## src/rtl/posit_round_seq_if.sv

```systemverilog
// Handshake and data bundle between the posit encode path and posit_round_seq.
interface posit_round_seq_if #(
    parameter int MANT_W = 64,
    parameter int OUT_W  = 32
);
    logic              in_valid;
    logic              in_ready;
    logic [MANT_W-1:0] in_mant;
    logic [7:0]        in_k;
    logic              out_valid;
    logic              out_ready;
    logic [OUT_W-1:0]  out_mant;
    logic [5:0]        out_bt;
    logic [5:0]        out_shift;
    logic              out_carry;
    logic              out_inexact;
    logic              out_zero;

    // Upstream producer / downstream consumer side (drives requests, accepts results)
    modport master (
        output in_valid, in_mant, in_k, out_ready,
        input  in_ready, out_valid, out_mant, out_bt, out_shift,
               out_carry, out_inexact, out_zero
    );

    // Rounding block side
    modport slave (
        input  in_valid, in_mant, in_k, out_ready,
        output in_ready, out_valid, out_mant, out_bt, out_shift,
               out_carry, out_inexact, out_zero
    );
endinterface

```

## src/rtl/posit_round_seq.sv

```systemverilog
// Sequential normalize-and-round controller: left-normalizes a 64-bit mantissa
// one bit per cycle, then rounds to a (26 - |k|)-bit field with RNE.
module posit_round_seq #(
    parameter int MANT_W = 64,
    parameter int OUT_W  = 32
) (
    input logic             clk,
    input logic             rst_n,
    posit_round_seq_if.slave bus
);
    typedef enum logic [1:0] {IDLE, NORM, ROUND, DONE} state_t;

    state_t            state_q, state_d;
    logic [MANT_W-1:0] mant_q, mant_d;
    logic [7:0]        k_q, k_d;
    logic [5:0]        shift_q, shift_d;
    logic [OUT_W-1:0]  omant_q, omant_d;
    logic [5:0]        obt_q, obt_d;
    logic [5:0]        oshift_q, oshift_d;
    logic              ocarry_q, ocarry_d;
    logic              oinexact_q, oinexact_d;
    logic              ozero_q, ozero_d;

    logic [7:0]        abs_k;
    logic signed [8:0] bt_s;
    logic [5:0]        bt;
    logic [OUT_W-1:0]  kept;
    logic [OUT_W-1:0]  field;
    logic [MANT_W-1:0] below;
    logic              guard, sticky, round_up;
    logic [OUT_W:0]    rounded;
    logic [OUT_W-1:0]  r_mant;
    logic [5:0]        r_bt;
    logic              r_carry, r_inexact;

    // Rounding datapath on the normalized mantissa register
    always_comb begin
        abs_k = k_q;
        if (k_q[7]) abs_k = (k_q == 8'h80) ? 8'd127 : (~k_q + 8'd1);
        bt_s  = 9'sd26 - $signed({1'b0, abs_k});
        bt    = bt_s[5:0];
        // kept = top bt bits right-justified; below = discarded bits, guard at MSB
        kept     = 32'(mant_q >> (7'd64 - {1'b0, bt}));
        below    = mant_q << bt;
        guard    = below[63];
        sticky   = |below[62:0];
        round_up = guard && (sticky || kept[0]);
        field    = kept << (6'd32 - bt);
        rounded  = {1'b0, field} + (round_up ? (33'd1 << (6'd32 - bt)) : 33'd0);

        r_mant    = '0;
        r_bt      = '0;
        r_carry   = 1'b0;
        r_inexact = |mant_q;
        if (bt_s > 9'sd0) begin
            r_bt      = bt;
            r_carry   = rounded[32];
            r_mant    = rounded[32] ? '0 : rounded[31:0];
            r_inexact = guard || sticky;
        end
    end

    // Next-state, working registers and result capture
    always_comb begin
        state_d    = state_q;
        mant_d     = mant_q;
        k_d        = k_q;
        shift_d    = shift_q;
        omant_d    = omant_q;
        obt_d      = obt_q;
        oshift_d   = oshift_q;
        ocarry_d   = ocarry_q;
        oinexact_d = oinexact_q;
        ozero_d    = ozero_q;
        case (state_q)
            IDLE: begin
                if (bus.in_valid) begin
                    mant_d  = bus.in_mant;
                    k_d     = bus.in_k;
                    shift_d = '0;
                    state_d = NORM;
                end
            end
            NORM: begin
                if (mant_q == '0) begin
                    omant_d    = '0;
                    obt_d      = '0;
                    oshift_d   = '0;
                    ocarry_d   = 1'b0;
                    oinexact_d = 1'b0;
                    ozero_d    = 1'b1;
                    state_d    = DONE;
                end else if (mant_q[63]) begin
                    state_d = ROUND;
                end else begin
                    mant_d  = mant_q << 1;
                    shift_d = shift_q + 6'd1;
                end
            end
            ROUND: begin
                omant_d    = r_mant;
                obt_d      = r_bt;
                oshift_d   = shift_q;
                ocarry_d   = r_carry;
                oinexact_d = r_inexact;
                ozero_d    = 1'b0;
                state_d    = DONE;
            end
            DONE: begin
                if (bus.out_ready) state_d = IDLE;
            end
            default: state_d = IDLE;
        endcase
    end

    // State and data registers, cleared asynchronously
    always_ff @(posedge clk or negedge rst_n) begin
        if (!rst_n) begin
            state_q    <= IDLE;
            mant_q     <= '0;
            k_q        <= '0;
            shift_q    <= '0;
            omant_q    <= '0;
            obt_q      <= '0;
            oshift_q   <= '0;
            ocarry_q   <= 1'b0;
            oinexact_q <= 1'b0;
            ozero_q    <= 1'b0;
        end else begin
            state_q    <= state_d;
            mant_q     <= mant_d;
            k_q        <= k_d;
            shift_q    <= shift_d;
            omant_q    <= omant_d;
            obt_q      <= obt_d;
            oshift_q   <= oshift_d;
            ocarry_q   <= ocarry_d;
            oinexact_q <= oinexact_d;
            ozero_q    <= ozero_d;
        end
    end

    assign bus.in_ready    = (state_q == IDLE);
    assign bus.out_valid   = (state_q == DONE);
    assign bus.out_mant    = omant_q;
    assign bus.out_bt      = obt_q;
    assign bus.out_shift   = oshift_q;
    assign bus.out_carry   = ocarry_q;
    assign bus.out_inexact = oinexact_q;
    assign bus.out_zero    = ozero_q;
endmodule

```

## src/flat_wrapper.sv

```systemverilog
// flat-port wrapper written by rule: the top's interface ports become plain ports
module posit_round_seq_flat 
#(
    parameter int MANT_W = 64,
    parameter int OUT_W  = 32
)
  (clk, rst_n, bus_in_valid, bus_in_mant, bus_in_k, bus_out_ready, bus_in_ready, bus_out_valid, bus_out_mant, bus_out_bt, bus_out_shift, bus_out_carry, bus_out_inexact, bus_out_zero);
  posit_round_seq_if #(.MANT_W(MANT_W), .OUT_W(OUT_W)) bus_i ();
  input logic clk;
  input logic rst_n;
  input wire logic [$bits(bus_i.in_valid)-1:0] bus_in_valid;
  input wire logic [$bits(bus_i.in_mant)-1:0] bus_in_mant;
  input wire logic [$bits(bus_i.in_k)-1:0] bus_in_k;
  input wire logic [$bits(bus_i.out_ready)-1:0] bus_out_ready;
  output wire logic [$bits(bus_i.in_ready)-1:0] bus_in_ready;
  output wire logic [$bits(bus_i.out_valid)-1:0] bus_out_valid;
  output wire logic [$bits(bus_i.out_mant)-1:0] bus_out_mant;
  output wire logic [$bits(bus_i.out_bt)-1:0] bus_out_bt;
  output wire logic [$bits(bus_i.out_shift)-1:0] bus_out_shift;
  output wire logic [$bits(bus_i.out_carry)-1:0] bus_out_carry;
  output wire logic [$bits(bus_i.out_inexact)-1:0] bus_out_inexact;
  output wire logic [$bits(bus_i.out_zero)-1:0] bus_out_zero;
  assign bus_i.in_valid = bus_in_valid;
  assign bus_i.in_mant = bus_in_mant;
  assign bus_i.in_k = bus_in_k;
  assign bus_i.out_ready = bus_out_ready;
  assign bus_in_ready = bus_i.in_ready;
  assign bus_out_valid = bus_i.out_valid;
  assign bus_out_mant = bus_i.out_mant;
  assign bus_out_bt = bus_i.out_bt;
  assign bus_out_shift = bus_i.out_shift;
  assign bus_out_carry = bus_i.out_carry;
  assign bus_out_inexact = bus_i.out_inexact;
  assign bus_out_zero = bus_i.out_zero;
  posit_round_seq #(.MANT_W(MANT_W), .OUT_W(OUT_W)) u_core (.clk(clk), .rst_n(rst_n), .bus(bus_i));
endmodule
```

## config.mk

```make
export PLATFORM = sky130hd
export DESIGN_NAME = posit_round_seq_flat
export DESIGN_NICKNAME = d
export VERILOG_FILES = /design/src/rtl/posit_round_seq_if.sv /design/src/rtl/posit_round_seq.sv /design/src/flat_wrapper.sv
export SDC_FILE = /design/constraint.sdc
export NUM_CORES = 1
export LEC_CHECK = 0
export CAP_MARGIN = 20
export CORE_UTILIZATION = 34
export CTS_CLUSTER_SIZE = 14
export DETAILED_ROUTE_END_ITERATION = 8
export GPL_ROUTABILITY_DRIVEN = 0
export PLACE_DENSITY_LB_ADDON = 0.25
export SYNTH_ARGS = -nofsm -noshare
export SYNTH_HDL_FRONTEND = slang
export SYNTH_SLANG_ARGS = --single-unit
```

## constraint.sdc

```tcl
create_clock -name clk -period 10.2 [get_ports clk]
set_clock_uncertainty 0.05 [all_clocks]
set_input_delay 1.02 -clock clk [delete_from_list [all_inputs] [get_ports clk]]
set_output_delay 1.02 -clock clk [all_outputs]
set_load 0.01 [all_outputs]
```

==> results of run 1 <==
cell type report:
| cell class | instances | share of cell area |
|---|---|---|
| Sequential cell | 127 | 0.170 |
| Clock inverter | 14 | 0.0139 |
| Clock buffer | 18 | 0.0229 |
| Multi-Input combinational cell | 1734 | 0.656 |
| Inverter | 34 | 0.00689 |
| Timing Repair Buffer | 178 | 0.0889 |
| Tap cell | 615 | 0.0411 |
cells in the mapped netlist (all sizes together), types with 31 or more instances:
cell | instances | area (um^2)
a211oi | 58 | 440
a21oi | 202 | 1010
a22o | 38 | 333
buf | 73 | 397
clkbuf | 137 | 515
dfrtp | 127 | 3180
ha | 45 | 563
inv | 34 | 128
mux2 | 32 | 360
mux2i | 201 | 2010
mux4 | 34 | 766
nand2 | 195 | 732
nand3 | 61 | 305
nor2 | 109 | 422
nor3 | 57 | 285
nor3b | 58 | 435
nor4 | 48 | 307
o21ai | 170 | 862
xnor2 | 31 | 272
cell families after synthesis:
logic type / count (synthesis) / synth area share
adder cells (fa/ha/maj): 46 / 0.0355
multiplexers: 267 / 0.191
AND/OR/NAND/NOR: 652 / 0.200
XOR/XNOR: 39 / 0.0216
AO/OA/AOI/OAI: 730 / 0.295
flip-flops: 127 / 0.193
buffers and inverters: 244 / 0.0633
state kept, by name (all words and copies together), names as in the netlist, 2 cells and up:
register,flops
u_core.state_q,2
u_core.bus.out_bt,6
u_core.mant_q,64
u_core.bus.out_shift,6
u_core.k_q,8
u_core.shift_q,6
u_core.bus.out_mant,32
metrics by stage:
stage,cells,instance area (um^2)
after CTS,2719,18700
after global routing,2720,18700
after detailed placement,2687,18000
after floorplan,2105,16400
final,2720,18700
after global placement,2687,18000
critical path, delay by kind of cell (launching register included):
kind            cells  cell delay, ps
flops               1             720
mux                 1             640
fa+ha+maj           3             970
buf+inv             4             980
compound gates     14            3690
simple gates       10            2310
per-layer routing:
layer / track usage / share of wire / vias up / routed length [um]
met5: 0 / 0 / - / 0
met4: 0.111 / 0.041 / 0 / 2570
met3: 0.0504 / 0.096 / 183 / 6090
met2: 0.373 / 0.42 / 1058 / 26900
met1: 0.357 / 0.44 / 8406 / 27800
li1: - / - / 8042 / -
worst paths after layout:
kind,startpoint,end,slack [ps],cells after the start
worst max register to register,u_core.k_q[0]$_DFFE_PN0P_,u_core.bus.out_mant[17]$_DFFE_PN0P_,750,32
max in group asynchronous,rst_n,u_core.mant_q[48]$_DFFE_PN0P_,8310,2
min in group asynchronous,rst_n,u_core.bus.out_shift[3]$_DFFE_PN0P_,490,1
worst min register to register,u_core.bus.out_shift[0]$_DFFE_PN0P_,u_core.bus.out_shift[0]$_DFFE_PN0P_,430,2
worst min-delay path,u_core.bus.out_shift[0]$_DFFE_PN0P_,u_core.bus.out_shift[0]$_DFFE_PN0P_,430,2
worst max-delay path,u_core.k_q[0]$_DFFE_PN0P_,u_core.bus.out_mant[17]$_DFFE_PN0P_,750,32
==> impl_metrics.env, run 1 <==
export IMPL_cp_slowest_cell="and2_1"
export IMPL_grt_overflow=0
export IMPL_yosysWarnings=0
export IMPL_place_ws_ps=1010
export IMPL_final_common_cell="mux2i_1"
export IMPL_postRouteAntennaNets=0
export IMPL_via_count=17689
export IMPL_syn2layout_area_growth_pct=13.8
export IMPL_cts_buffer_depth=2
export IMPL_period_share=0.926
export IMPL_synth_edf_count=0
export IMPL_portBuffers=124
export IMPL_wirelength_mm=63.3
export IMPL_clkLatencyLatePin_ps=450
export IMPL_worstSetupStartpointType="flip-flop"
export IMPL_cts_tree="built"
export IMPL_hold_path_class="flip-flop to flip-flop"
export IMPL_n_fill_cell=4900
export IMPL_avgSynthCellArea_um2=7.81
export IMPL_relSlewSlack=0.279
export IMPL_die_area_um2=49200
export IMPL_drive_above_1_share=0.0893
export IMPL_ys_seq_elements=127
export IMPL_die_h_um=222
export IMPL_grt_setup_unrepaired="false"
export IMPL_cp_arrival_ps=9780
export IMPL_first_iter_violations=2536
export IMPL_synth_distinct_cells=89
export IMPL_routedWlPerCell_um=23.3
export IMPL_final_util=0.392
export IMPL_ys_seq_area_frac=0.193
export IMPL_firstDrtPassIters=7
export IMPL_ys_flop_type="dfrtp_1"
export IMPL_fmax_mhz=106
export IMPL_worst_slew_pin_slew_ps=1070
export IMPL_syn_nets=2227
export IMPL_cts_root_buf="clkbuf_16"
export IMPL_grt_pass1_wl_mm=99.3
export IMPL_grt_max_degree=97
export IMPL_post_cts_buffers=0
export IMPL_htree_levels=4
export IMPL_die_w_um=222
export IMPL_multi_input_area_um2=12300
export IMPL_start_util=0.344
export IMPL_register_area_um2=3180
export IMPL_grtUsageTotal=0.253
export IMPL_hold_buffers=0
export IMPL_syn_area_um2=16400
export IMPL_final_cell_mix="201 x mux2i_1, 200 x a21oi_1, 194 x nand2_1, 165 x o21ai_0, 126 x dfrtp_1"
export IMPL_via_per_inst=6.50
export IMPL_num_antenna_cells=0
export IMPL_finalSetupTns_ps=0
export IMPL_endpoint_kind="flip-flop"
export IMPL_critPathMaxStageDelay_ps=730
export IMPL_fp_row_count=80
export IMPL_drc_errors=0
export IMPL_place_hpwl_mm=47.6
export IMPL_synthesis_instances=2105
export IMPL_async_flop_share=1.00
export IMPL_hold_viol=0
export IMPL_drv_cap=0
export IMPL_finalSetupViolations=0
export IMPL_critPathKind="flip-flop to flip-flop"
export IMPL_maxSlewViolCount=0
export IMPL_status="complete, no violations"
export IMPL_antenna_found_initial=0
export IMPL_cp_max_fo=32
export IMPL_clk_pin_slew_worst_paths_ps=60
export IMPL_core_area_um2=47700
export IMPL_period_needed_ps=9450
export IMPL_io_pins=125
export IMPL_required_ps=10530
export IMPL_cts_inserted_buffers=17
export IMPL_cts_resized=0
export IMPL_grt_pass1_vias=16541
export IMPL_hold_ws_ps=435
export IMPL_setup_ws_ps=752
export IMPL_final_nets=2214
export IMPL_cts_sinks=127
Power of run 1 is left out: the tool's default activity adds up to more than one toggle a clock period on the data nets, which glitch-free logic cannot reach.
==> run 2, diff against run 1 <==
==> constraint.sdc (replaced) <==
create_clock -name clk -period 10.2 [get_ports clk]
set_clock_uncertainty 0.05 [all_clocks]
set_input_delay 2.04 -clock clk [delete_from_list [all_inputs] [get_ports clk]]
set_output_delay 2.04 -clock clk [all_outputs]
set_load 0.01 [all_outputs]
==> results of run 2 <==
The final DEF is identical to that of run 1. Status: complete, no violations.
Power of run 2 is left out for the same reason.
